**config.mk**
```make
export PLATFORM = sky130hd
export DESIGN_NAME = if_fetch_stage
export DESIGN_NICKNAME = d
export VERILOG_FILES = /design/src/rtl/cpu_pkg.sv /design/src/rtl/fetch_fifo.sv /design/src/rtl/if_fetch_stage.sv
export SDC_FILE = /design/constraint.sdc
export NUM_CORES = 1
export LEC_CHECK = 0
export BUFFER_PORTS_ARGS = -buffer_cell sky130_fd_sc_hd__buf_2
export CORE_UTILIZATION = 35
export DETAILED_ROUTE_END_ITERATION = 8
export SYNTH_ARGS = -nofsm -noshare
export SYNTH_HDL_FRONTEND = slang
export SYNTH_SLANG_ARGS = --single-unit
```
**constraint.sdc**
```tcl
create_clock -name clk -period 18.3 [get_ports clk]
set_input_delay 0.915 -clock clk [delete_from_list [all_inputs] [get_ports clk]]
set_output_delay 0.915 -clock clk [all_outputs]
set_load 0.03 [all_outputs]
```
**src/rtl/cpu_pkg.sv**
```systemverilog
// cpu_pkg: shared types and constants for the core front end.
//   ADDR_W / INSTR_W : address and instruction widths
//   PC_INC           : sequential PC step (one 32-bit word)
//   fetch_entry_t    : {pc, instr} pair carried from fetch into decode
//   word_align()     : clears the two byte-offset bits of an address
package cpu_pkg;

    localparam int unsigned ADDR_W  = 64;
    localparam int unsigned INSTR_W = 32;

    localparam logic [ADDR_W-1:0] PC_INC = 64'd4;

    typedef struct packed {
        logic [ADDR_W-1:0]  pc;
        logic [INSTR_W-1:0] instr;
    } fetch_entry_t;

    function automatic logic [ADDR_W-1:0] word_align(input logic [ADDR_W-1:0] addr);
        return addr & ~ADDR_W'(3);
    endfunction

endpackage

```
**src/rtl/fetch_fifo.sv**
```systemverilog
// fetch_fifo: DEPTH-entry synchronous FIFO of fetch_entry_t.
//   clk, reset    : clock, synchronous active-high reset
//   flush         : empties the queue; wins over push/pop in the same cycle
//   push, push_data
//   pop, pop_data : pop_data is the current head (valid only when !empty)
//   count, empty  : occupancy
// DEPTH must be a power of two >= 2 so the pointers wrap naturally.
module fetch_fifo
    import cpu_pkg::*;
#(
    parameter int unsigned DEPTH = 2
) (
    input  logic                         clk,
    input  logic                         reset,
    input  logic                         flush,
    input  logic                         push,
    input  fetch_entry_t                 push_data,
    input  logic                         pop,
    output fetch_entry_t                 pop_data,
    output logic [$clog2(DEPTH+1)-1:0]   count,
    output logic                         empty
);

    localparam int unsigned PTR_W = $clog2(DEPTH);
    localparam int unsigned CNT_W = $clog2(DEPTH + 1);

    fetch_entry_t     mem_q [DEPTH];
    logic [PTR_W-1:0] wr_q;
    logic [PTR_W-1:0] rd_q;
    logic [CNT_W-1:0] cnt_q;

    always_ff @(posedge clk) begin
        if (reset || flush) begin
            wr_q  <= '0;
            rd_q  <= '0;
            cnt_q <= '0;
        end else begin
            if (push) begin
                wr_q <= wr_q + PTR_W'(1);
            end
            if (pop) begin
                rd_q <= rd_q + PTR_W'(1);
            end
            cnt_q <= cnt_q + CNT_W'(push) - CNT_W'(pop);
        end
    end

    // Storage needs no reset; the pointers decide what is visible.
    always_ff @(posedge clk) begin
        if (!reset && !flush && push) begin
            mem_q[wr_q] <= push_data;
        end
    end

    assign pop_data = mem_q[rd_q];
    assign count    = cnt_q;
    assign empty    = (cnt_q == '0);

endmodule

```
**src/rtl/if_fetch_stage.sv**
```systemverilog
// if_fetch_stage: instruction-fetch front end feeding the IF/ID register.
//   clk, reset                     : clock, synchronous active-high reset
//   redirect_valid, redirect_pc    : taken-branch redirect from EX/MEM
//   imem_req_valid/addr/ready      : in-order fetch requests to instruction memory
//   imem_rsp_valid/data            : in-order returned words (latency >= 1)
//   if_valid, if_pc, if_instr      : head of the fetch queue presented to decode
//   id_ready                       : decode accepts the presented instruction
// Optional feature (macro FETCH_PERF_EN): perf_fetched / perf_stall saturating counters.
module if_fetch_stage
    import cpu_pkg::*;
#(
    parameter logic [ADDR_W-1:0] RESET_PC = '0,
    parameter int unsigned       DEPTH    = 2
) (
    input  logic               clk,
    input  logic               reset,
    input  logic               redirect_valid,
    input  logic [ADDR_W-1:0]  redirect_pc,
    output logic               imem_req_valid,
    output logic [ADDR_W-1:0]  imem_req_addr,
    input  logic               imem_req_ready,
    input  logic               imem_rsp_valid,
    input  logic [INSTR_W-1:0] imem_rsp_data,
    output logic               if_valid,
    output logic [ADDR_W-1:0]  if_pc,
    output logic [INSTR_W-1:0] if_instr,
    input  logic               id_ready
`ifdef FETCH_PERF_EN
    ,
    output logic [31:0]        perf_fetched,
    output logic [31:0]        perf_stall
`endif
);

    localparam int unsigned CNT_W = $clog2(DEPTH + 1);

    logic [ADDR_W-1:0] pc_q;
    logic [ADDR_W-1:0] rsp_pc_q;
    logic [CNT_W-1:0]  outstanding_q;
    logic [CNT_W-1:0]  drop_q;

    logic [CNT_W-1:0]  fifo_count;
    logic              fifo_empty;
    fetch_entry_t      fifo_head;
    fetch_entry_t      push_entry;

    logic              credit_ok;
    logic              req_fire;
    logic              rsp_accept;
    logic              push;
    logic              pop;
    logic [ADDR_W-1:0] redirect_target;

    // Every slot is either buffered or in flight, so the queue can never overflow.
    assign credit_ok       = (32'(outstanding_q) + 32'(fifo_count)) < DEPTH;
    assign imem_req_valid  = ~reset & credit_ok & ~redirect_valid;
    assign imem_req_addr   = pc_q;
    assign req_fire        = imem_req_valid & imem_req_ready;

    // A stray response with nothing outstanding is ignored.
    assign rsp_accept      = imem_rsp_valid & (outstanding_q != '0);
    assign push            = ~reset & ~redirect_valid & rsp_accept & (drop_q == '0);
    assign pop             = ~reset & ~redirect_valid & if_valid & id_ready;
    assign redirect_target = word_align(redirect_pc);

    assign push_entry.pc    = rsp_pc_q;
    assign push_entry.instr = imem_rsp_data;

    always_ff @(posedge clk) begin
        if (reset) begin
            pc_q          <= RESET_PC;
            rsp_pc_q      <= RESET_PC;
            outstanding_q <= '0;
            drop_q        <= '0;
        end else if (redirect_valid) begin
            // Everything still in flight after this edge belongs to the wrong path.
            pc_q          <= redirect_target;
            rsp_pc_q      <= redirect_target;
            outstanding_q <= outstanding_q - CNT_W'(rsp_accept);
            drop_q        <= outstanding_q - CNT_W'(rsp_accept);
        end else begin
            if (req_fire) begin
                pc_q <= pc_q + PC_INC;
            end
            if (rsp_accept) begin
                if (drop_q != '0) begin
                    drop_q <= drop_q - CNT_W'(1);
                end else begin
                    rsp_pc_q <= rsp_pc_q + PC_INC;
                end
            end
            outstanding_q <= outstanding_q + CNT_W'(req_fire) - CNT_W'(rsp_accept);
        end
    end

    always_ff @(posedge clk) begin
        if (!reset && imem_rsp_valid) begin
            assert (outstanding_q != '0)
                else $error("if_fetch_stage: response with no outstanding request");
        end
    end

    fetch_fifo #(
        .DEPTH (DEPTH)
    ) u_fifo (
        .clk       (clk),
        .reset     (reset),
        .flush     (redirect_valid),
        .push      (push),
        .push_data (push_entry),
        .pop       (pop),
        .pop_data  (fifo_head),
        .count     (fifo_count),
        .empty     (fifo_empty)
    );

    assign if_valid = ~fifo_empty;
    assign if_pc    = if_valid ? fifo_head.pc    : '0;
    assign if_instr = if_valid ? fifo_head.instr : '0;

`ifdef FETCH_PERF_EN
    logic [31:0] perf_fetched_q;
    logic [31:0] perf_stall_q;

    always_ff @(posedge clk) begin
        if (reset) begin
            perf_fetched_q <= '0;
            perf_stall_q   <= '0;
        end else begin
            if (push && perf_fetched_q != '1) begin
                perf_fetched_q <= perf_fetched_q + 32'd1;
            end
            if (if_valid && !id_ready && perf_stall_q != '1) begin
                perf_stall_q <= perf_stall_q + 32'd1;
            end
        end
    end

    assign perf_fetched = perf_fetched_q;
    assign perf_stall   = perf_stall_q;
`endif

endmodule

```
==> results.md, run 1 <==
## Worst setup path
• FF-to-FF End: u_fifo.mem_q[0][69]
• R2R Setup Slk: 14440 ps
• CP delay by family, top: simple AND/OR/NAND/NOR gates
• r2r worst-path depth: 6
• slowest cell delay on critical path: 930 ps
• source of the worst register-to-register timing path: drop_q[0]
• critical path startpoint category: input pin
• critical path arrival: 4110 ps
• endpoint type of the worst setup path: flop
• critical path, cell by cell: buf_2 -> nor2_1 -> nand2_1 -> nor2_4 -> buf_4
• sum of buffers and inverters on the critical path: 2
• critical-path maximum fanout: 62
• Worst EP required: 18450 ps
• Max stage delay cell, worst path: nor2_4
• kind of critical path: input pin to flop

## CTS
• CTS sink count: 321
• H-Tree Depth: 2
• clock latency reported for the late side of the worst-skew pair: 550 ps
• clk slew on worst S/H paths: 60 ps
• maximum buffer depth of the clock tree: 3
• number of buffers created by CTS: 37
• number of hold-repair buffers added at the cts stage: 0
• count of cells resized by post-cts repair: 0
• clock tree from TritonCTS: done
• post-CTS setup buffer count: 0
• clock root buffer master: clkbuf_16

## Drt
• post-DR vias/cell: 5.52
• wirelength, routed: 47200 um
• routed length per placed instance: 20.9 um
• DRC errors left: 0
• final antenna-violating net count: 0
• detailed-route via count: 12500
• DRT iter0 DRCs: 879
• total iterations of the first detailed-routing run: 5

## Placed design
• # port buffers: 257
• Final HPWL DP: 33000 um
• routability congestion estimate from global placement: 0.909
• Placed Instances: 2197

## Synth
• synthesized area per cell: 10.7 um^2
• sequential area share after synthesis: 54.4%
• number of flops mapped to enable cells by yosys: 188
• Post-Synthesis Cells: 1426
• Post-Syn Area: 15300 um^2
• number of warnings printed during yosys synthesis: 0
• number of synthesized register bits: 321
• count of different cell masters after synthesis: 79
• proportion of synthesized flip-flops having asynchronous set or reset: 0%
• top flip-flop cell by instance count after synthesis: edfxtp_1

## Flow run
• max capacitance violation total: 0

## Cells and area
• most used cells in the layout excluding fill and tap cells: buf_2 (257), edfxtp_1 (188), nor2_1 (163)
• share of cells above drive strength 1: 21.1%
• most frequent standard cell in the layout excluding fill and tap cells: buf_2
• number of nets in the layout: 1762
• layout filler cell count: 4197
• post-layout instance count excluding filler cells: 2263
• synth-to-layout area growth: 19.0%

## GRT
• wire length of the first global-routing pass: 71100 um
• GR Overflow Total: 0
• maximum number of pins on one net before global-route repair: 96
• number of antenna violations at the first check in global routing: 0
• total track usage: 20.9%
• vias in the first global route: 11700

## Floorplan
• row cnt: 76
• effective utilization at floorplan: 35.5%
• number of ports placed on the die boundary: 264
• die area: 44500 um^2
• Die Y-Extent: 211 um
• x dimension of the die: 211 um
• Core Region: 43100 um^2

## Min path
• hold wc startpoint: u_fifo.rd_q
• Hold Crit Depth: 2
• worst hold path type: flop to flop

## Power and ir drop
• Leak: 6.38 nW
• IR drop worst, VDD: 0.0481 mV
• Switch Pwr: 458 uW
• Clk pwr share: 40.4%
• sequential group share of total power: 49.0%
• power density cells: 94.7 nW/um^2
• Combinational Power Share: 10.5%
• internal power consumption: 1.26 mW
• Net Sw Frac: 26.6%

## STA
• Fin Setup TNS: 0 ps
• worst slew margin relative to its limit: 30.1%
• share of the clock period used by the worst path: 21.6%
• highest achievable clock rate: 252 MHz
• final critical-path required period: 3960 ps
• Final Skew: 26.2 ps
• number of setup violations in the final report: 0
• transition time at the pin with the least slew margin: 1050 ps
• RSZ-0062 raised after global routing: false
• final number of max-transition violations: 0
• number of endpoints with negative hold slack in the final report: 0

## Status
• run status: finished clean

==> through the flow <==
step | power (mW) | setup WS (ps) | util (%) | hold slack (ps) | cell area [um^2]
2_1_floorplan | 0.966 | 12160 | - | 460 | 15300
3_3_place_gp | 1.03 | 13790 | 39.6 | 483 | 17100
3_5_place_dp | 1.04 | 13750 | 39.6 | 491 | 17100
4_1_cts | 1.74 | 14320 | 42.2 | 506 | 18200
5_1_grt | 1.79 | 14110 | 42.2 | 514 | 18200
6_report | 1.72 | 14340 | 42.2 | 506 | 18200
==> layout make-up <==
| cell class | count | area, um^2 | share of cell area (%) |
|---|---|---|---|
| Antenna cell | 1 | 2.50 | 0.0138 |
| Clock buffer | 50 | 1020 | 5.59 |
| Clock inverter | 15 | 109 | 0.598 |
| Inverter | 22 | 85.1 | 0.468 |
| Multi-Input combinational cell | 1000 | 6560 | 36.1 |
| Sequential cell | 321 | 8310 | 45.7 |
| Tap cell | 585 | 732 | 4.02 |
| Timing Repair Buffer | 269 | 1380 | 7.57 |
==> cell usage after synthesis, types with 23 or more instances <==
cell / n / area (um^2)
o31a_1: 41 / 359
edfxtp_1: 188 / 5650
clkbuf_1: 45 / 169
nor4_1: 34 / 213
mux2i_1: 98 / 981
dfxtp_1: 133 / 2660
buf_1: 23 / 86.3
nor2_1: 165 / 619
nand3_1: 67 / 335
xnor2_1: 25 / 219
nand4_1: 66 / 413
xor2_1: 24 / 210
and3_1: 25 / 156
a21oi_1: 31 / 155
o21ai_0: 23 / 115
nor3_1: 34 / 170
o21a_1: 39 / 293
nand2_1: 96 / 360
==> tightest hold or removal path, stage by stage (launching register included) <==
cell	delay, ps
dfxtp_1	320
xor2_1	80
nor2_1	70
==> power by group through the flow <==
stage	combinational (mW)	clock [mW]	sequential, mW
after CTS	0.181	0.718	0.843
after global placement	0.178	0	0.857
after floorplan	0.104	0	0.862
final	0.181	0.697	0.844
after global routing	0.197	0.742	0.849
after detailed placement	0.180	0	0.859
==> kinds of logic (layout without fill, tap and decap cells) <==
kind of cell	count (synthesis)	in the layout	synth area share (%)
AOI/OAI and AO/OA	255	255	12.3
xor gates and xnor gates	49	49	2.81
and+or+nand+nor	583	583	20.1
buffers and inverters	108	356	2.99
muxes	100	100	6.56
DFF	321	321	54.4
adders and majority gates	9	9	0.786
other	1	5	0.0245
==> sequential cells by signal (all words and copies together) (netlist names), named ones only <==
register / flops
u_fifo.mem_q: 188
imem_req_addr: 62
u_fifo.wr_q: 1
u_fifo.count: 2
u_fifo.rd_q: 1
drop_q: 2
outstanding_q: 2
rsp_pc_q: 62
==> per-layer routing <==
metal / global-route usage, % / part of all wire [%] / wire [um]
met2: 32.7 / 45 / 21200
met4: 7.40 / 2.8 / 1330
met1: 29.2 / 46 / 21700
met3: 3.48 / 6.2 / 2910
met5: 0 / 0 / 0
==> worst max path at each step <==
stage	startpoint	to	slack (ps)	cells after the start
after global routing	reset	u_fifo.mem_q[0][68]	14110	5
final	reset	u_fifo.mem_q[0][69]	14340	5
after floorplan	imem_rsp_valid	u_fifo.mem_q[0][0]	12160	5
after global placement	redirect_valid	u_fifo.mem_q[0][69]	13790	6
after CTS	reset	u_fifo.mem_q[0][68]	14320	5
after detailed placement	reset	u_fifo.mem_q[0][69]	13750	5
No activity file was read; power rests on OpenSTA's default activity.
==> run 2: changes to the inputs <==
==> constraint.sdc (replaced) <==
create_clock -name clk -period 3.6 [get_ports clk]
set_input_delay 0.18 -clock clk [delete_from_list [all_inputs] [get_ports clk]]
set_output_delay 0.18 -clock clk [all_outputs]
set_load 0.03 [all_outputs]
==> results.md, run 2 (synthesized netlist as in run 1, its figures left out) <==
## Status
• run status: finished clean

## Worst setup path
• R2R Setup Slk: 550 ps
• critical path arrival: 3480 ps
• endpoint type of the worst setup path: flop
• timing startpoint of the critical path: outstanding_q[0]
• Worst EP required: 4040 ps
• kind of critical path: flop to flop
• critical-path maximum fanout: 13
• source of the worst register-to-register timing path: outstanding_q[0]
• critical path startpoint category: flop

## Power and ir drop
• IR drop worst, VDD: 0.265 mV
• power density cells: 495 nW/um^2
• total power of the final layout: 9.57 mW
• Leak: 6.92 nW

## Floorplan
• x dimension of the die: 211 um
• Core Region: 43100 um^2
• row cnt: 76
• number of ports placed on the die boundary: 264
• Die Y-Extent: 211 um
• effective utilization at floorplan: 35.5%
• die area: 44500 um^2

## GRT
• number of antenna violations at the first check in global routing: 0
• GR Overflow Total: 0
• wire length of the first global-routing pass: 71600 um
• vias in the first global route: 11900
• maximum number of pins on one net before global-route repair: 95
• total track usage: 21.0%

## Min path
• hold wc startpoint: redirect_pc[5]
• worst hold path type: input pin to flop

## Cells and area
• most flop-heavy register: u_fifo.mem_q
• number of nets in the layout: 1850
• area of all sequential standard cells: 8310 um^2
• synth-to-layout area growth: 26.5%
• layout filler cell count: 4099
• most frequent standard cell in the layout excluding fill and tap cells: buf_2
• share of cells above drive strength 1: 22.2%
• number of flip-flops under the largest register name: 188
• most used cells in the layout excluding fill and tap cells: buf_2 (257), edfxtp_1 (188), nor2_1 (163)
• share of the core filled with cells: 44.9%
• final standard cell area without fillers: 19300 um^2
• Antenna Cells: 0
• footprint of the multi-input gates: 6560 um^2

## Placed design
• routability congestion estimate from global placement: 0.918
• # port buffers: 257
• Final HPWL DP: 34000 um
• placed instance area: 17300 um^2

## CTS
• clock root buffer master: clkbuf_16
• H-Tree Depth: 2
• clk slew on worst S/H paths: 60 ps
• CTS sink count: 321
• number of buffers created by CTS: 39
• count of cells resized by post-cts repair: 0
• maximum buffer depth of the clock tree: 3
• clock latency reported for the late side of the worst-skew pair: 550 ps
• clock tree from TritonCTS: done

## Drt
• wirelength, routed: 47800 um
• final antenna-violating net count: 0
• detailed-route via count: 12900
• post-DR vias/cell: 5.48
• DRC errors left: 0
• total iterations of the first detailed-routing run: 6
• DRT iter0 DRCs: 939
• routed length per placed instance: 20.3 um

## STA
• number of setup violations in the final report: 0
• Final Skew: 17.1 ps
• Fin Setup TNS: 0 ps
• RSZ-0062 raised after global routing: false
• highest achievable clock rate: 328 MHz
• worst slew margin relative to its limit: 35.5%
• transition time at the pin with the least slew margin: 968 ps
• number of endpoints with negative hold slack in the final report: 0
• final critical-path required period: 3050 ps
• final number of max-transition violations: 0
• share of the clock period used by the worst path: 84.6%

## Flow run
• max capacitance violation total: 0

==> run 2: cell type report <==
cell class,count,share of cell area [%]
Sequential cell,321,43.0
Multi-Input combinational cell,1000,33.9
Timing Repair Buffer,355,11.6
Clock buffer,50,5.58
Tap cell,585,3.78
Clock inverter,21,1.69
Inverter,22,0.440
==> run 2: critical path, stage by stage, from the launching register on <==
cell     delay, ps
dfxtp_1        450
inv_1           90
nor2_1         130
fa_1           480
or3b_4         550
nor2_8         120
inv_2           80
or4_1          550
o31a_1         260
o31a_1         230
==> run 2: metrics by stage <==
stage                     setup WS (ps)  hold slack [ps]  instances
after global placement              570              369       2223
after detailed placement            569              375       2223
after floorplan                     422              279       1429
final                               553             33.6       2354
after global routing                388             40.1       2354
after CTS                           557             8.48       2354
==> run 2: power breakdown <==
group          internal, mW  switching [mW]  leakage (nW)
registers              4.07           0.218          2.81
clock network          2.70            1.57         0.687
logic                 0.373           0.630          3.42
total                  7.14            2.42          6.92
==> run 2: final timing paths <==
| path | end | depth (start not counted) |
|---|---|---|
| setup / recovery | imem_req_addr[60] | 9 |
| hold / removal | rsp_pc_q[5] | 3 |
| setup reg to reg | imem_req_addr[60] | 9 |
| hold reg to reg | u_fifo.rd_q | 2 |
==> run 2: layer usage <==
metal / up-vias / share of wire, % / global-route usage (%)
met5: - / 0 / 0
met4: 0 / 3.0 / 8.25
met3: 80 / 6.6 / 3.45
met2: 514 / 46 / 33.4
met1: 6218 / 45 / 28.5
li1: 6093 / - / -
==> run 2: timing repair <==
action	4_1_cts	5_1_grt
setup buffers	0	0
hold endpoints to repair	104	0
hold buffers	60	0
